===== src/rtl/inst_loader_pkg.sv =====
// Shared definitions for the instruction-memory loader: FSM states, byte-lane
// select codes and the instruction word width.
package inst_loader_pkg;

   localparam int unsigned INST_W = 32;

   typedef enum logic [1:0] {
      COLLECT = 2'd0,
      WRITE   = 2'd1,
      FULL    = 2'd2
   } state_e;

   localparam logic [1:0] LANE_B0 = 2'd0;  // word[7:0]
   localparam logic [1:0] LANE_B1 = 2'd1;  // word[15:8]
   localparam logic [1:0] LANE_B2 = 2'd2;  // word[23:16]
   localparam logic [1:0] LANE_B3 = 2'd3;  // word[31:24]

endpackage


===== src/rtl/inst_loader_if.sv =====
// Instruction RAM write port. The loader drives it through the master modport,
// the RAM (or a bench monitor) observes it through the slave modport.
interface inst_loader_if #(
   parameter int unsigned ADDR_W = 6
);
   import inst_loader_pkg::*;

   logic              mem_we;
   logic [ADDR_W-1:0] mem_addr;
   logic [INST_W-1:0] mem_wdata;

   modport master (
      output mem_we,
      output mem_addr,
      output mem_wdata
   );

   modport slave (
      input mem_we,
      input mem_addr,
      input mem_wdata
   );

endinterface


===== src/rtl/inst_loader_btn_edge.sv =====
// Button conditioner: optional counter debounce (INST_LOADER_DEBOUNCE_EN)
// followed by a rising-edge detector that emits a single-cycle pulse.
module inst_loader_btn_edge #(
   parameter int unsigned DB_CYCLES = 4
) (
   input  logic clk,
   input  logic rst,
   input  logic level,
   output logic rise
);

   logic filt;
   logic prev_q;

`ifdef INST_LOADER_DEBOUNCE_EN
   localparam int unsigned          CNT_W    = (DB_CYCLES > 1) ? $clog2(DB_CYCLES) : 1;
   localparam logic [CNT_W-1:0]     CNT_LAST = CNT_W'(DB_CYCLES - 1);

   logic             filt_q;
   logic [CNT_W-1:0] cnt_q;

   // Flip the filtered level only after DB_CYCLES consecutive differing samples.
   always_ff @(posedge clk) begin
      if (rst) begin
         filt_q <= 1'b0;
         cnt_q  <= '0;
      end else if (level == filt_q) begin
         cnt_q <= '0;
      end else if (cnt_q == CNT_LAST) begin
         filt_q <= level;
         cnt_q  <= '0;
      end else begin
         cnt_q <= cnt_q + 1'b1;
      end
   end

   assign filt = filt_q;
`else
   assign filt = level;
`endif

   // Previous-level flop for edge detection.
   always_ff @(posedge clk) begin
      if (rst) begin
         prev_q <= 1'b0;
      end else begin
         prev_q <= filt;
      end
   end

   assign rise = filt & ~prev_q;

endmodule


===== src/rtl/inst_loader.sv =====
// Instruction-memory loader: assembles a 32-bit word from four operator-entered
// bytes and writes each completed word to consecutive RAM addresses from 0.
// Optional button debounce is compiled in with INST_LOADER_DEBOUNCE_EN.
module inst_loader
   import inst_loader_pkg::*;
#(
   parameter int unsigned ADDR_W    = 6,
   parameter int unsigned DB_CYCLES = 4
) (
   input  logic                clk,
   input  logic                rst,
   input  logic [7:0]          sw,
   input  logic [1:0]          C,
   input  logic                btn_byte,
   input  logic                btn_commit,
   inst_loader_if.master       mem,
   output logic [7:0]          LED,
   output logic [3:0]          lane_valid,
   output logic                full
);

   localparam logic [ADDR_W-1:0] ADDR_MAX = '1;

   state_e            state_q, state_d;
   logic [INST_W-1:0] word_q, word_d;
   logic [3:0]        lane_valid_q, lane_valid_d;
   logic [ADDR_W-1:0] addr_q, addr_d;
   logic              full_q, full_d;
   logic              we_q;
   logic [ADDR_W-1:0] maddr_q;
   logic [INST_W-1:0] wdata_q;
   logic              byte_rise;
   logic              commit_rise;

   inst_loader_btn_edge #(
      .DB_CYCLES (DB_CYCLES)
   ) u_byte_edge (
      .clk   (clk),
      .rst   (rst),
      .level (btn_byte),
      .rise  (byte_rise)
   );

   inst_loader_btn_edge #(
      .DB_CYCLES (DB_CYCLES)
   ) u_commit_edge (
      .clk   (clk),
      .rst   (rst),
      .level (btn_commit),
      .rise  (commit_rise)
   );

   // Next-state: latch bytes while collecting, one-cycle write, terminal full.
   always_comb begin
      state_d      = state_q;
      word_d       = word_q;
      lane_valid_d = lane_valid_q;
      addr_d       = addr_q;
      full_d       = full_q;
      unique case (state_q)
         COLLECT: begin
            // A byte edge wins over a simultaneous commit edge.
            if (byte_rise) begin
               word_d[{C, 3'b000} +: 8] = sw;
               lane_valid_d[C]          = 1'b1;
            end else if (commit_rise && (lane_valid_q == 4'hF)) begin
               state_d = WRITE;
            end
         end
         WRITE: begin
            word_d       = '0;
            lane_valid_d = '0;
            if (addr_q == ADDR_MAX) begin
               state_d = FULL;
               full_d  = 1'b1;
            end else begin
               addr_d  = addr_q + 1'b1;
               state_d = COLLECT;
            end
         end
         FULL: begin
         end
         default: state_d = COLLECT;
      endcase
   end

   // State and registered write-port outputs; strobe coincides with WRITE.
   always_ff @(posedge clk) begin
      if (rst) begin
         state_q      <= COLLECT;
         word_q       <= '0;
         lane_valid_q <= '0;
         addr_q       <= '0;
         full_q       <= 1'b0;
         we_q         <= 1'b0;
         maddr_q      <= '0;
         wdata_q      <= '0;
      end else begin
         state_q      <= state_d;
         word_q       <= word_d;
         lane_valid_q <= lane_valid_d;
         addr_q       <= addr_d;
         full_q       <= full_d;
         we_q         <= (state_d == WRITE);
         if (state_d == WRITE) begin
            maddr_q <= addr_q;
            wdata_q <= word_q;
         end
      end
   end

   // LED shows the assembly-register byte selected by C, following C directly.
   always_comb begin
      LED = word_q[7:0];
      unique case (C)
         LANE_B0: LED = word_q[7:0];
         LANE_B1: LED = word_q[15:8];
         LANE_B2: LED = word_q[23:16];
         LANE_B3: LED = word_q[31:24];
      endcase
   end

   assign mem.mem_we    = we_q;
   assign mem.mem_addr  = maddr_q;
   assign mem.mem_wdata = wdata_q;
   assign lane_valid    = lane_valid_q;
   assign full          = full_q;

endmodule


===== src/flat_wrapper.sv =====
// flat-port wrapper written by rule: the top's interface ports become plain ports
module inst_loader_flat import inst_loader_pkg::*;
#(
   parameter int unsigned ADDR_W    = 6,
   parameter int unsigned DB_CYCLES = 4
)
  (clk, rst, sw, C, btn_byte, btn_commit, LED, lane_valid, full, mem_mem_we, mem_mem_addr, mem_mem_wdata);
  inst_loader_if #(.ADDR_W(ADDR_W)) mem_i ();
  input  logic clk;
  input  logic rst;
  input  logic [7:0] sw;
  input  logic [1:0] C;
  input  logic btn_byte;
  input  logic btn_commit;
  output logic [7:0] LED;
  output logic [3:0] lane_valid;
  output logic full;
  output wire logic [$bits(mem_i.mem_we)-1:0] mem_mem_we;
  output wire logic [$bits(mem_i.mem_addr)-1:0] mem_mem_addr;
  output wire logic [$bits(mem_i.mem_wdata)-1:0] mem_mem_wdata;
  assign mem_mem_we = mem_i.mem_we;
  assign mem_mem_addr = mem_i.mem_addr;
  assign mem_mem_wdata = mem_i.mem_wdata;
  inst_loader #(.ADDR_W(ADDR_W), .DB_CYCLES(DB_CYCLES)) u_core (.clk(clk), .rst(rst), .sw(sw), .C(C), .btn_byte(btn_byte), .btn_commit(btn_commit), .mem(mem_i), .LED(LED), .lane_valid(lane_valid), .full(full));
endmodule

===== config.mk =====
export PLATFORM = sky130hd
export DESIGN_NAME = inst_loader_flat
export DESIGN_NICKNAME = d
export VERILOG_FILES = /design/src/rtl/inst_loader_pkg.sv /design/src/rtl/inst_loader_if.sv /design/src/rtl/inst_loader_btn_edge.sv /design/src/rtl/inst_loader.sv /design/src/flat_wrapper.sv
export SDC_FILE = /design/constraint.sdc
export NUM_CORES = 1
export LEC_CHECK = 0
export BUFFER_PORTS_ARGS = -buffer_cell sky130_fd_sc_hd__buf_2
export CORE_UTILIZATION = 51
export CTS_CLUSTER_DIAMETER = 120
export DETAILED_ROUTE_END_ITERATION = 7
export PLACE_DENSITY = 0.76
export RECOVER_POWER = 25
export SETUP_SLACK_MARGIN = 0.2
export SYNTH_ARGS = -nofsm -noshare
export SYNTH_HDL_FRONTEND = slang
export SYNTH_SLANG_ARGS = --single-unit

===== constraint.sdc =====
create_clock -name clk -period 1.45 [get_ports clk]
set_input_delay 0.29 -clock clk [delete_from_list [all_inputs] [get_ports clk]]
set_output_delay 0.29 -clock clk [all_outputs]
set_load 0.01 [all_outputs]

==> summary.txt <==
Outcome
  • Status: finished, violations left
  • Failing checks: negative setup slack

STA
  • Clock Skew: 10.1 ps
  • Slew headroom: 55.7%
  • Max Freq: 588 MHz
  • Final Cycle Share: 117%
  • RSZ-0062 raised after global routing: true
  • Worst-Margin Slew: 665 ps
  • Final setup violation count: 8
  • Setup WS post-layout: -250 ps
  • Hold Vio Cnt, Final: 0
  • Post-layout min period: 1700 ps
  • Final Max Slew Viols: 0

Synth
  • Post-Syn Instances: 396
  • Mux cell area share after synthesis: 15.2%
  • Top cells by area, synth: dfxtp_1 43%, mux2i_1 15%, nand2b_1 13%
  • Syn avg cell area: 10.2 um^2
  • Syn_nets: 418
  • Cell Area, Synth: 0.00403 mm^2
  • Post-Synth Adder-Cell Area: 2.48%
  • #FFs+latches synth: 86
  • Ys async rst share: 0%
  • Area leader, netlist: dfxtp_1
  • Simple-gate portion of the synthesized area: 23.9%
  • Post-synth top flop: dfxtp_1
  • Post-synthesis cell type count: 43
  • XOR/XNOR Fraction of Synth Area: 0%
  • Yosys top cell area share: 42.7%
  • EDFF count, synth: 0
  • Synth Area in Compound Gates: 8.98%
  • Yosys warning count: 0
  • Sequential-to-total area share from yosys stat: 42.7%
  • Main combinational cell family by area after synthesis: simple AND/OR/NAND/NOR gates

GRT
  • Global-route wire length before repair: 16000 um
  • Remaining global-route overflow: 0
  • Initial antenna violation count: 0
  • Pin count of the biggest net entering global routing: 56
  • GRT Resource Usage Total: 24.8%
  • Number of global-route vias before repair: 3139

Placed design
  • DP HPWL: 7080 um
  • DP Cell Count: 563
  • Port Buffers: 65
  • GPL Wtd Cong: 0.860

Pwr
  • Comb power frac: 7.4%
  • Pwr/cell area: 944 mW/mm^2
  • Leakage dissipation: 1.86 nW
  • Internal Dissipation: 3.93 mW
  • Sw Ratio: 21.4%
  • Share of power burned in registers: 47.8%
  • Clock power frac: 44.8%
  • Net Sw Power: 1.07 mW
  • Max IR drop VDD: 556 uV

Routing
  • Via count: 3268
  • Final antenna-violating net count: 0
  • 1st-pass router iterations: 6
  • Post-route DRC: 0
  • DRT iter0 DRCs: 180
  • Routed wire length: 10200 um
  • Wire per inst: 17.4 um
  • DR vias/cell: 5.55

Hold path
  • Min-Delay Path Class: primary input to register
  • Hold depth: 2

Clock network
  • Clock Sinks: 86
  • TritonCTS Buffers: 9
  • Clk root buf: clkbuf_8
  • Clk pin slew, worst setup/hold paths: 80 ps
  • Clk buf depth: 2
  • CTS tree: yes
  • Worst-Skew Late Latency: 370 ps
  • Hold buffer count at cts: 0
  • H-tree depth: 3

Finish
  • Fill count: 617
  • Final non-filler cell total: 589
  • Core Util, Final: 68.8%
  • Layout cells sized above 1: 29.6%
  • Nets: 504
  • Area grow syn2layout: 31.3%
  • Diodes inserted: 0

Floorplanning
  • Row cnt: 32
  • Core area: 0.00769 mm^2
  • Full die area: 0.00826 mm^2
  • Die height: 90.9 um
  • Starting Density: 52.4%
  • Die width: 90.9 um
  • I/O pin count: 66

Run
  • Max-cap violations: 0

Critical path
  • CP max FO: 9
  • Req. time, crit path: 1160 ps
  • Critical setup path kind: primary input to output pin
  • WP data arrival: 1410 ps
  • Reg2Reg Depth: 4
  • CP startpoint kind: primary input
  • Worst Setup End Kind: output pin
timing repair:
action,in CTS,in global routing
cloned,1,0
gates resized for setup,48,28
pin swaps,22,18
setup endpoints to repair,59,88
buffers inserted,5,4
endpoints found under the hold margin,0,0
cell type report:
class / instances / area [um^2] / area share [%]
Sequential cell: 86 / 1730 / 32.7
Inverter: 22 / 100 / 1.89
Clock buffer: 11 / 141 / 2.67
Multi-Input combinational cell: 260 / 2290 / 43.3
Clock inverter: 5 / 129 / 2.44
Tap cell: 102 / 128 / 2.41
Timing Repair Buffer: 103 / 769 / 14.5
stage by stage:
step | TNS (ps) | hold WS, ps | setup slack (ps) | total power, mW | area [um^2]
floorplan | 0 | 412 | 38.3 | 2.63 | 4110
global placement | -5820 | 439 | -290 | 2.74 | 4620
detailed placement | -6860 | 447 | -369 | 2.75 | 4620
CTS | -1570 | 153 | -245 | 5.00 | 5150
global route | -2070 | 166 | -282 | 5.14 | 5290
finish | -1710 | 171 | -250 | 5.00 | 5290
registers in the layout, indices dropped and copies added (netlist names):
register and flops:
u_core.mem.mem_addr 6, u_core.lane_valid 4, u_core.word_q 32, u_core.full 1, u_core.addr_q 6, u_core.mem.mem_wdata 32
u_core.u_byte_edge.prev_q 1, u_core.u_commit_edge.prev_q 1, u_core.mem.mem_we 1, u_core.state_q 2
kinds of logic (layout without fill, tap and decap cells):
kind of cell | after synthesis | after routing
buffers and inverters | 50 | 141
multiplexers | 61 | 61
AND/OR/NAND/NOR | 145 | 145
flip-flops | 86 | 86
adder cells (fa/ha/maj) | 8 | 8
AO/OA/AOI/OAI | 46 | 46
power groups by stage:
stage / clock, mW / combinational, mW / sequential, mW
finish: 2.24 / 0.371 / 2.39
global route: 2.36 / 0.389 / 2.39
floorplan: 0 / 0.187 / 2.44
detailed placement: 0 / 0.305 / 2.44
CTS: 2.27 / 0.340 / 2.38
global placement: 0 / 0.301 / 2.44
final timing paths:
check                                       start                          end  slack (ps)
worst max-delay path                         C[0]                       LED[3]        -250
worst min-delay path                   btn_commit  u_core.u_commit_edge.prev_q         170
worst max register to register  u_core.state_q[1]     u_core.mem.mem_wdata[12]          50
worst min register to register        u_core.full                  u_core.full         450
cell usage after synthesis (all sizes together), types with 2 or more instances:
library cell / n
and4: 2
a222oi: 8
mux2i: 61
a41oi: 2
nand3b: 2
and4bb: 3
nand4: 2
clkbuf: 16
and3: 2
nor4: 4
o32ai: 3
nor2: 4
nand2b: 81
a21oi: 18
nand3: 9
a32o: 8
ha: 8
nand2: 10
dfxtp: 86
a211oi: 2
buf: 12
nor3: 2
nand4b: 14
o211ai: 4
nor2b: 3
inv: 22
nand4bb: 2
cell usage in the layout (no fill, tap or decap), types with 3 or more instances in the layout:
master,synthesis,layout
mux2i_1,61,61
inv_1,22,19
buf_4,1,13
bufinv_16,0,4
nand4b_1,14,14
clkbuf_1,16,28
nand3_2,0,7
a21oi_2,1,7
nor2b_1,3,3
a222oi_1,8,8
clkbuf_8,0,10
ha_4,0,6
a21oi_1,16,8
nand2_1,10,10
o211ai_1,4,4
a32o_1,8,8
nor2_1,4,3
dfxtp_2,0,8
nand2b_1,81,79
buf_2,5,37
a21oi_4,1,3
dfxtp_1,86,78
buf_12,4,9
buf_6,1,14
metal layers:
metal / routed length, um / vias to the layer above / track usage [%]
li1: - / 1582 / -
met1: 4640 / 1564 / 32.0
met2: 4950 / 110 / 40.0
met3: 542 / 12 / 5.30
met4: 111 / 0 / 10.7
met5: 0 / - / 0
critical path, stage by stage:
cell,delay (ps)
buf_12,110
buf_8,120
buf_12,120
ha_4,190
a222oi_1,270
mux2i_1,150
buf_2,160
(Power assumes the default switching activity.)
